==> config.mk <==
export PLATFORM = sky130hd
export DESIGN_NAME = uart_tx_fifo
export DESIGN_NICKNAME = d
export VERILOG_FILES = /design/src/rtl/uart_tx_fifo.sv
export SDC_FILE = /design/constraint.sdc
export NUM_CORES = 1
export LEC_CHECK = 0
export CAP_MARGIN = 0
export CORE_UTILIZATION = 53
export DETAILED_ROUTE_END_ITERATION = 8
export HOLD_SLACK_MARGIN = 0.02
export PLACE_DENSITY = 0.71
export SLEW_MARGIN = 20
export SYNTH_ARGS = -nofsm -noshare
export SYNTH_HDL_FRONTEND = slang
export SYNTH_SLANG_ARGS = --single-unit
==> constraint.sdc <==
create_clock -name i_Clk -period 4.5 [get_ports i_Clk]
set_input_delay 0.45 -clock i_Clk [delete_from_list [all_inputs] [get_ports i_Clk]]
set_output_delay 0.45 -clock i_Clk [all_outputs]
set_load 0.005 [all_outputs]
==> src/rtl/uart_tx_fifo.sv <==
// UART transmitter with a TX FIFO, runtime data length / parity / stop-bit configuration.
// Optional line-break generation is enabled by defining UART_TX_BREAK_EN.
module uart_tx_fifo #(
    parameter int unsigned CLKS_PER_BIT = 217,
    parameter int unsigned FIFO_DEPTH   = 8
) (
    input  logic                        i_Clk,
    input  logic                        i_Rst_L,
    input  logic [7:0]                  i_TX_Byte,
    input  logic                        i_TX_Valid,
    output logic                        o_TX_Ready,
    input  logic [3:0]                  i_Data_Bits,
    input  logic [1:0]                  i_Parity_Mode,
    input  logic                        i_Stop_Bits,
`ifdef UART_TX_BREAK_EN
    input  logic                        i_Break,
`endif
    output logic [$clog2(FIFO_DEPTH):0] o_FIFO_Count,
    output logic                        o_TX_Busy,
    output logic                        o_TX_Done,
    output logic                        o_TX_Serial
);

    localparam int unsigned AW   = $clog2(FIFO_DEPTH);
    localparam int unsigned CntW = AW + 1;
    localparam int unsigned CW   = $clog2(CLKS_PER_BIT) + 1;

    typedef enum logic [2:0] {
        StIdle,
        StStart,
        StData,
        StParity,
        StStop
`ifdef UART_TX_BREAK_EN
        ,
        StBreak,
        StMark
`endif
    } state_e;

    // FIFO storage and pointers
    logic [7:0]    mem_q [FIFO_DEPTH];
    logic [AW:0]   wr_ptr_q, rd_ptr_q;
    logic [AW:0]   fifo_count;
    logic          fifo_empty, push, pop;
    logic [7:0]    head;

    assign fifo_count   = wr_ptr_q - rd_ptr_q;
    assign fifo_empty   = (wr_ptr_q == rd_ptr_q);
    assign o_TX_Ready   = (fifo_count != CntW'(FIFO_DEPTH));
    assign o_FIFO_Count = fifo_count;
    assign push         = i_TX_Valid && o_TX_Ready;
    assign head         = mem_q[rd_ptr_q[AW-1:0]];

    always_ff @(posedge i_Clk) begin
        if (push) begin
            mem_q[wr_ptr_q[AW-1:0]] <= i_TX_Byte;
        end
    end

    always_ff @(posedge i_Clk or negedge i_Rst_L) begin
        if (!i_Rst_L) begin
            wr_ptr_q <= '0;
            rd_ptr_q <= '0;
        end else begin
            if (push) wr_ptr_q <= wr_ptr_q + 1'b1;
            if (pop)  rd_ptr_q <= rd_ptr_q + 1'b1;
        end
    end

    // Frame configuration derived from the head entry at pop time
    logic [3:0] nbits_in;
    logic [7:0] mask_in;
    logic       par_in;

    always_comb begin
        if (i_Data_Bits < 4'd5) begin
            nbits_in = 4'd5;
        end else if (i_Data_Bits > 4'd8) begin
            nbits_in = 4'd8;
        end else begin
            nbits_in = i_Data_Bits;
        end
        case (nbits_in)
            4'd5:    mask_in = 8'h1F;
            4'd6:    mask_in = 8'h3F;
            4'd7:    mask_in = 8'h7F;
            default: mask_in = 8'hFF;
        endcase
        par_in = (^(head & mask_in)) ^ (i_Parity_Mode == 2'b10);
    end

    state_e        state_q, state_d;
    logic [CW-1:0] clk_cnt_q, clk_cnt_d;
    logic [2:0]    bit_idx_q, bit_idx_d;
    logic [7:0]    data_q, data_d;
    logic [3:0]    nbits_q, nbits_d;
    logic          par_en_q, par_en_d;
    logic          par_bit_q, par_bit_d;
    logic          stop2_q, stop2_d;
    logic          serial_q, serial_d;
    logic          busy_q, busy_d;
    logic          done_q, done_d;
    logic          bit_end, bit_last, frame_boundary;

    assign bit_end  = (clk_cnt_q == CW'(CLKS_PER_BIT - 1));
    assign bit_last = ({1'b0, bit_idx_q} == (nbits_q - 4'd1));

    always_comb begin
        state_d        = state_q;
        clk_cnt_d      = clk_cnt_q;
        bit_idx_d      = bit_idx_q;
        data_d         = data_q;
        nbits_d        = nbits_q;
        par_en_d       = par_en_q;
        par_bit_d      = par_bit_q;
        stop2_d        = stop2_q;
        serial_d       = serial_q;
        busy_d         = busy_q;
        done_d         = 1'b0;
        pop            = 1'b0;
        frame_boundary = 1'b0;

        case (state_q)
            StIdle: frame_boundary = 1'b1;
            StStart: begin
                if (bit_end) begin
                    state_d   = StData;
                    clk_cnt_d = '0;
                    bit_idx_d = '0;
                    serial_d  = data_q[0];
                end else begin
                    clk_cnt_d = clk_cnt_q + 1'b1;
                end
            end
            StData: begin
                if (bit_end) begin
                    clk_cnt_d = '0;
                    if (bit_last) begin
                        bit_idx_d = '0;
                        if (par_en_q) begin
                            state_d  = StParity;
                            serial_d = par_bit_q;
                        end else begin
                            state_d  = StStop;
                            serial_d = 1'b1;
                        end
                    end else begin
                        bit_idx_d = bit_idx_q + 3'd1;
                        serial_d  = data_q[bit_idx_q + 3'd1];
                    end
                end else begin
                    clk_cnt_d = clk_cnt_q + 1'b1;
                end
            end
            StParity: begin
                if (bit_end) begin
                    state_d   = StStop;
                    clk_cnt_d = '0;
                    serial_d  = 1'b1;
                end else begin
                    clk_cnt_d = clk_cnt_q + 1'b1;
                end
            end
            StStop: begin
                if (bit_end) begin
                    clk_cnt_d = '0;
                    // bit_idx marks the second stop bit when two are configured
                    if (stop2_q && (bit_idx_q == 3'd0)) begin
                        bit_idx_d = 3'd1;
                    end else begin
                        done_d         = 1'b1;
                        frame_boundary = 1'b1;
                    end
                end else begin
                    clk_cnt_d = clk_cnt_q + 1'b1;
                end
            end
`ifdef UART_TX_BREAK_EN
            StBreak: begin
                if (!i_Break) begin
                    state_d   = StMark;
                    clk_cnt_d = '0;
                    serial_d  = 1'b1;
                end
            end
            StMark: begin
                if (bit_end) begin
                    frame_boundary = 1'b1;
                end else begin
                    clk_cnt_d = clk_cnt_q + 1'b1;
                end
            end
`endif
            default: state_d = StIdle;
        endcase

        // Idle decision point: shared by IDLE, end of frame and end of mark time
        if (frame_boundary) begin
            clk_cnt_d = '0;
            bit_idx_d = '0;
`ifdef UART_TX_BREAK_EN
            if (i_Break) begin
                state_d  = StBreak;
                serial_d = 1'b0;
                busy_d   = 1'b1;
            end else
`endif
            if (!fifo_empty) begin
                pop       = 1'b1;
                data_d    = head;
                nbits_d   = nbits_in;
                par_en_d  = (i_Parity_Mode == 2'b01) || (i_Parity_Mode == 2'b10);
                par_bit_d = par_in;
                stop2_d   = i_Stop_Bits;
                state_d   = StStart;
                serial_d  = 1'b0;
                busy_d    = 1'b1;
            end else begin
                state_d  = StIdle;
                serial_d = 1'b1;
                busy_d   = 1'b0;
            end
        end
    end

    always_ff @(posedge i_Clk or negedge i_Rst_L) begin
        if (!i_Rst_L) begin
            state_q   <= StIdle;
            clk_cnt_q <= '0;
            bit_idx_q <= '0;
            data_q    <= '0;
            nbits_q   <= 4'd8;
            par_en_q  <= 1'b0;
            par_bit_q <= 1'b0;
            stop2_q   <= 1'b0;
            serial_q  <= 1'b1;
            busy_q    <= 1'b0;
            done_q    <= 1'b0;
        end else begin
            state_q   <= state_d;
            clk_cnt_q <= clk_cnt_d;
            bit_idx_q <= bit_idx_d;
            data_q    <= data_d;
            nbits_q   <= nbits_d;
            par_en_q  <= par_en_d;
            par_bit_q <= par_bit_d;
            stop2_q   <= stop2_d;
            serial_q  <= serial_d;
            busy_q    <= busy_d;
            done_q    <= done_d;
        end
    end

    assign o_TX_Serial = serial_q;
    assign o_TX_Busy   = busy_q;
    assign o_TX_Done   = done_q;

endmodule

==> summary.txt <==
Run status
  • Run status: finished clean

Floorplanning
  • Chip Height: ~97 µm
  • Initial Util: a little under three fifths
  • Core Region: 0.00876 mm²
  • Die width: 97.4 µm
  • I/O pin count: 26
  • Die Area: 0.00948 mm²
  • Row count: 34

Drt
  • Via/cell ratio: 5.60
  • Met1 Wirelength: 3710 µm
  • Drt initial violations: approximately 120
  • Met2 wire len: between 4000 and 5000 µm
  • 1st-pass router iterations: 4
  • Routed Antenna Nets: 0
  • Via Count: 2815
  • Routed length per instance: 17.1 µm
  • Highest routed layer: met4
  • WL final: ~8600 µm
  • Met3 WL: approximately 310 µm
  • DRC violations left: 0

Worst setup path
  • Crit end category: output port
  • Type of origin of the critical path: flop
  • WP data required: 4.05 ns
  • CP max FO: 19
  • Critical path's largest stage delay: about 0.84 ns
  • Kind of cell adding the most delay to the critical path: flip-flops
  • Critical Path AT: 3.02 ns
  • Buffers and inverters on the worst path: 2
  • CP max stage cell: dfrtp_1
  • Cells along the critical path: inv_1, ha_1, nor2b_1, o21ai_0, a21oi_1, or3_1, clkdlybuf4s50_1
  • Kind of critical path: flop to output port
  • R2R Setup Slk: between 1 and 1.5 ns

Power and ir drop
  • Sequential share of power: a little over half
  • Combinational share of power: 20.3%
  • PwrDens: 410 mW/mm²
  • Internal: roughly 0.0016 W
  • Psw: 0.000631 W
  • Leak pwr: between 2 and 2.5 nW
  • Max VDD drop: 0.250 mV
  • Clock power frac: 25.6%
  • Sw frac: between 20 and 30%

Placement
  • Setup WS pre-CTS: about 1.2 ns
  • Placed cells: ~490
  • Buffers on Ports: 25
  • Dpl hpwl: 6030 µm
  • Placed Area: a little over 0.005 mm²
  • Gpl congestion: between 0.8 and 0.9

Synthesis
  • Area leader, netlist: edfxtp_1
  • Yosys warning total: 0
  • Post-Syn Instances: around 360
  • Seq/Total Area, Yosys: around three fifths
  • Net Count, Synth: between 300 and 400
  • Top post-synthesis cells by count: edfxtp_1 (64), dfrtp_1 (39), nand2_1 (32)
  • Syn_area_per_cell: between 10 and 15 µm²
  • Post-synthesis cell area: 0.00482 mm²
  • Number of enable flip-flop cells after synthesis: between 60 and 70
  • Async set or reset register ratio after synthesis: 39.0%
  • Top_reg_cell synth: edfxtp_1
  • Most frequent cell after synthesis: edfxtp_1
  • #FFs+latches synth: ~110
  • Share of the synthesized area in the top cell type: approximately two fifths
  • Top cells by area, synth: edfxtp_1 (40%), dfrtp_1 (20%), mux4_2 (4.7%), mux2i_1 (3.7%), ha_1 (2.9%)
  • Netlist cell types: between 40 and 50

CTS
  • Clock-pin slew on the worst setup and hold paths: around 0.11 ns
  • Post-CTS Resized: 0
  • CTS tree: done
  • Setup bufs post-CTS: 0
  • CTS root buf: clkbuf_8
  • Clock Sinks: 105
  • CTS Buf Count: 9
  • Skew-Pair Late Insertion Delay: around 0.37 ns
  • Clock Path Buffers: 2
  • H-tree depth: 3
  • Hold Buf Count CTS: 0

Cells and area
  • Design Area, Final: between 0.005 and 0.006 mm²
  • Fin nets: 420
  • Diodes inserted: 0
  • Non-Filler Instances: roughly 500
  • Area Growth Syn to Fin: 11.8%
  • Fill count: between 600 and 700
  • Fraction of layout cells with a size suffix above 1: approximately 10%

Global routing
  • Gr ovfl total: 0
  • GRT Util Overall: slightly below 20%
  • First-pass GRT wire length: 14300 µm
  • Initial antenna violation count: 0
  • Largest net degree at the start of global routing: 42
  • Vias in the first global route: approximately 2800

Timing
  • Setup WS post-layout: 1.03 ns
  • Slew HR: 39.8%
  • RSZ-0062 raised after global routing: false
  • Total Neg Setup Slack: 0 ns
  • Hold Vio Cnt, Final: 0
  • Skew final: ~0.013 ns
  • Max Slew Vio Count: 0
  • Final min period: 3.47 ns
  • Worst Max-Slew Pin Slew: 0.902 ns
  • Final period util: between 70 and 80%
  • Final setup fails: 0
  • Hold slack: roughly 0.19 ns
  • FMAX: approximately 0.29 GHz

Job
  • Max_cap viols: 0

Worst hold path
  • Min-Delay Path Class: input pin to asynchronous set/reset pin
-- cell type report --
cell class / instances / area (µm²) / share of cell area [%]
Sequential cell: 105 / 2950 / 54.7
Clock buffer: 9 / 124 / 2.30
Tap cell: 108 / 135 / 2.51
Timing Repair Buffer: 33 / 305 / 5.66
Inverter: 21 / 78.8 / 1.46
Multi-Input combinational cell: 220 / 1720 / 31.9
Clock inverter: 7 / 75.1 / 1.39
-- cell usage in the layout, fill, tap and decap left out, types with 12 or more instances in the layout --
cell / synthesis / routed
edfxtp_1: 64 / 64
dfrtp_1: 39 / 39
nand2_1: 32 / 32
nor2_1: 25 / 25
clkdlybuf4s50_1: 0 / 24
inv_1: 20 / 20
mux2i_1: 18 / 18
xnor2_1: 15 / 15
a21oi_1: 12 / 12
-- worst register-to-register path, cell delays in order, from the launching register on --
cell      delay [ns]
dfrtp_1         0.84
inv_1           0.17
ha_1            0.33
nor2b_1         0.13
o21ai_0         0.19
and3_1          0.24
o31a_1          0.30
nand2b_1        0.16
nor2_1          0.59
-- routing by layer --
layer | track usage (%) | vias to the layer above
met5 | 0 | -
met4 | 5.09 | 0
met3 | 4.53 | 7
met2 | 33.6 | 47
met1 | 25.2 | 1387
li1 | - | 1374
-- power groups by stage --
stage | registers, W | clock network (W) | logic [W]
2_1_floorplan | 0.00120 | 0 | 0.000261
3_3_place_gp | 0.00121 | 0 | 0.000436
3_5_place_dp | 0.00122 | 0 | 0.000453
4_1_cts | 0.00120 | 0.000586 | 0.000454
5_1_grt | 0.00121 | 0.000616 | 0.000491
6_report | 0.00120 | 0.000565 | 0.000448
-- flip-flops by register name, indices dropped and copies added (netlist names), 3 cells and up --
name / cells
bit_idx_q: 3
clk_cnt_q: 9
data_q: 8
mem_q: 64
nbits_q: 4
rd_ptr_q: 4
state_q: 3
wr_ptr_q: 4
-- worst paths after layout --
check                                           endpoint  cells past startpoint               startpoint
worst max-delay path                          o_TX_Ready                      7  rd_ptr_q[1]$_DFFE_PN0P_
worst min-delay path            clk_cnt_q[8]$_DFFE_PN0P_                      1                  i_Rst_L
worst max register to register     mem_q[3][4]$_DFFE_PP_                      8  rd_ptr_q[1]$_DFFE_PN0P_
worst min register to register       stop2_q$_DFFE_PN0P_                      2      stop2_q$_DFFE_PN0P_
max in group asynchronous         state_q[0]$_DFFE_PN0P_                      1                  i_Rst_L
min in group i_Clk                   stop2_q$_DFFE_PN0P_                      2      stop2_q$_DFFE_PN0P_
-- stage by stage --
step,util [%],power (W)
6_report,61.5,0.00221
3_3_place_gp,59.2,0.00165
2_1_floorplan,-,0.00146
4_1_cts,61.5,0.00224
5_1_grt,61.5,0.00231
3_5_place_dp,59.2,0.00167
-- cell families after synthesis --
logic type / Yosys count / synth area share, %
DFF: 105 / 61.2
and+or+nand+nor: 97 / 9.32
AOI/OAI and AO/OA: 49 / 6.07
muxes: 35 / 11.4
buffers and inverters: 33 / 3.09
xor gates and xnor gates: 25 / 5.27
adders and majority gates: 14 / 3.69
No activity file was read; power rests on OpenSTA's default activity.
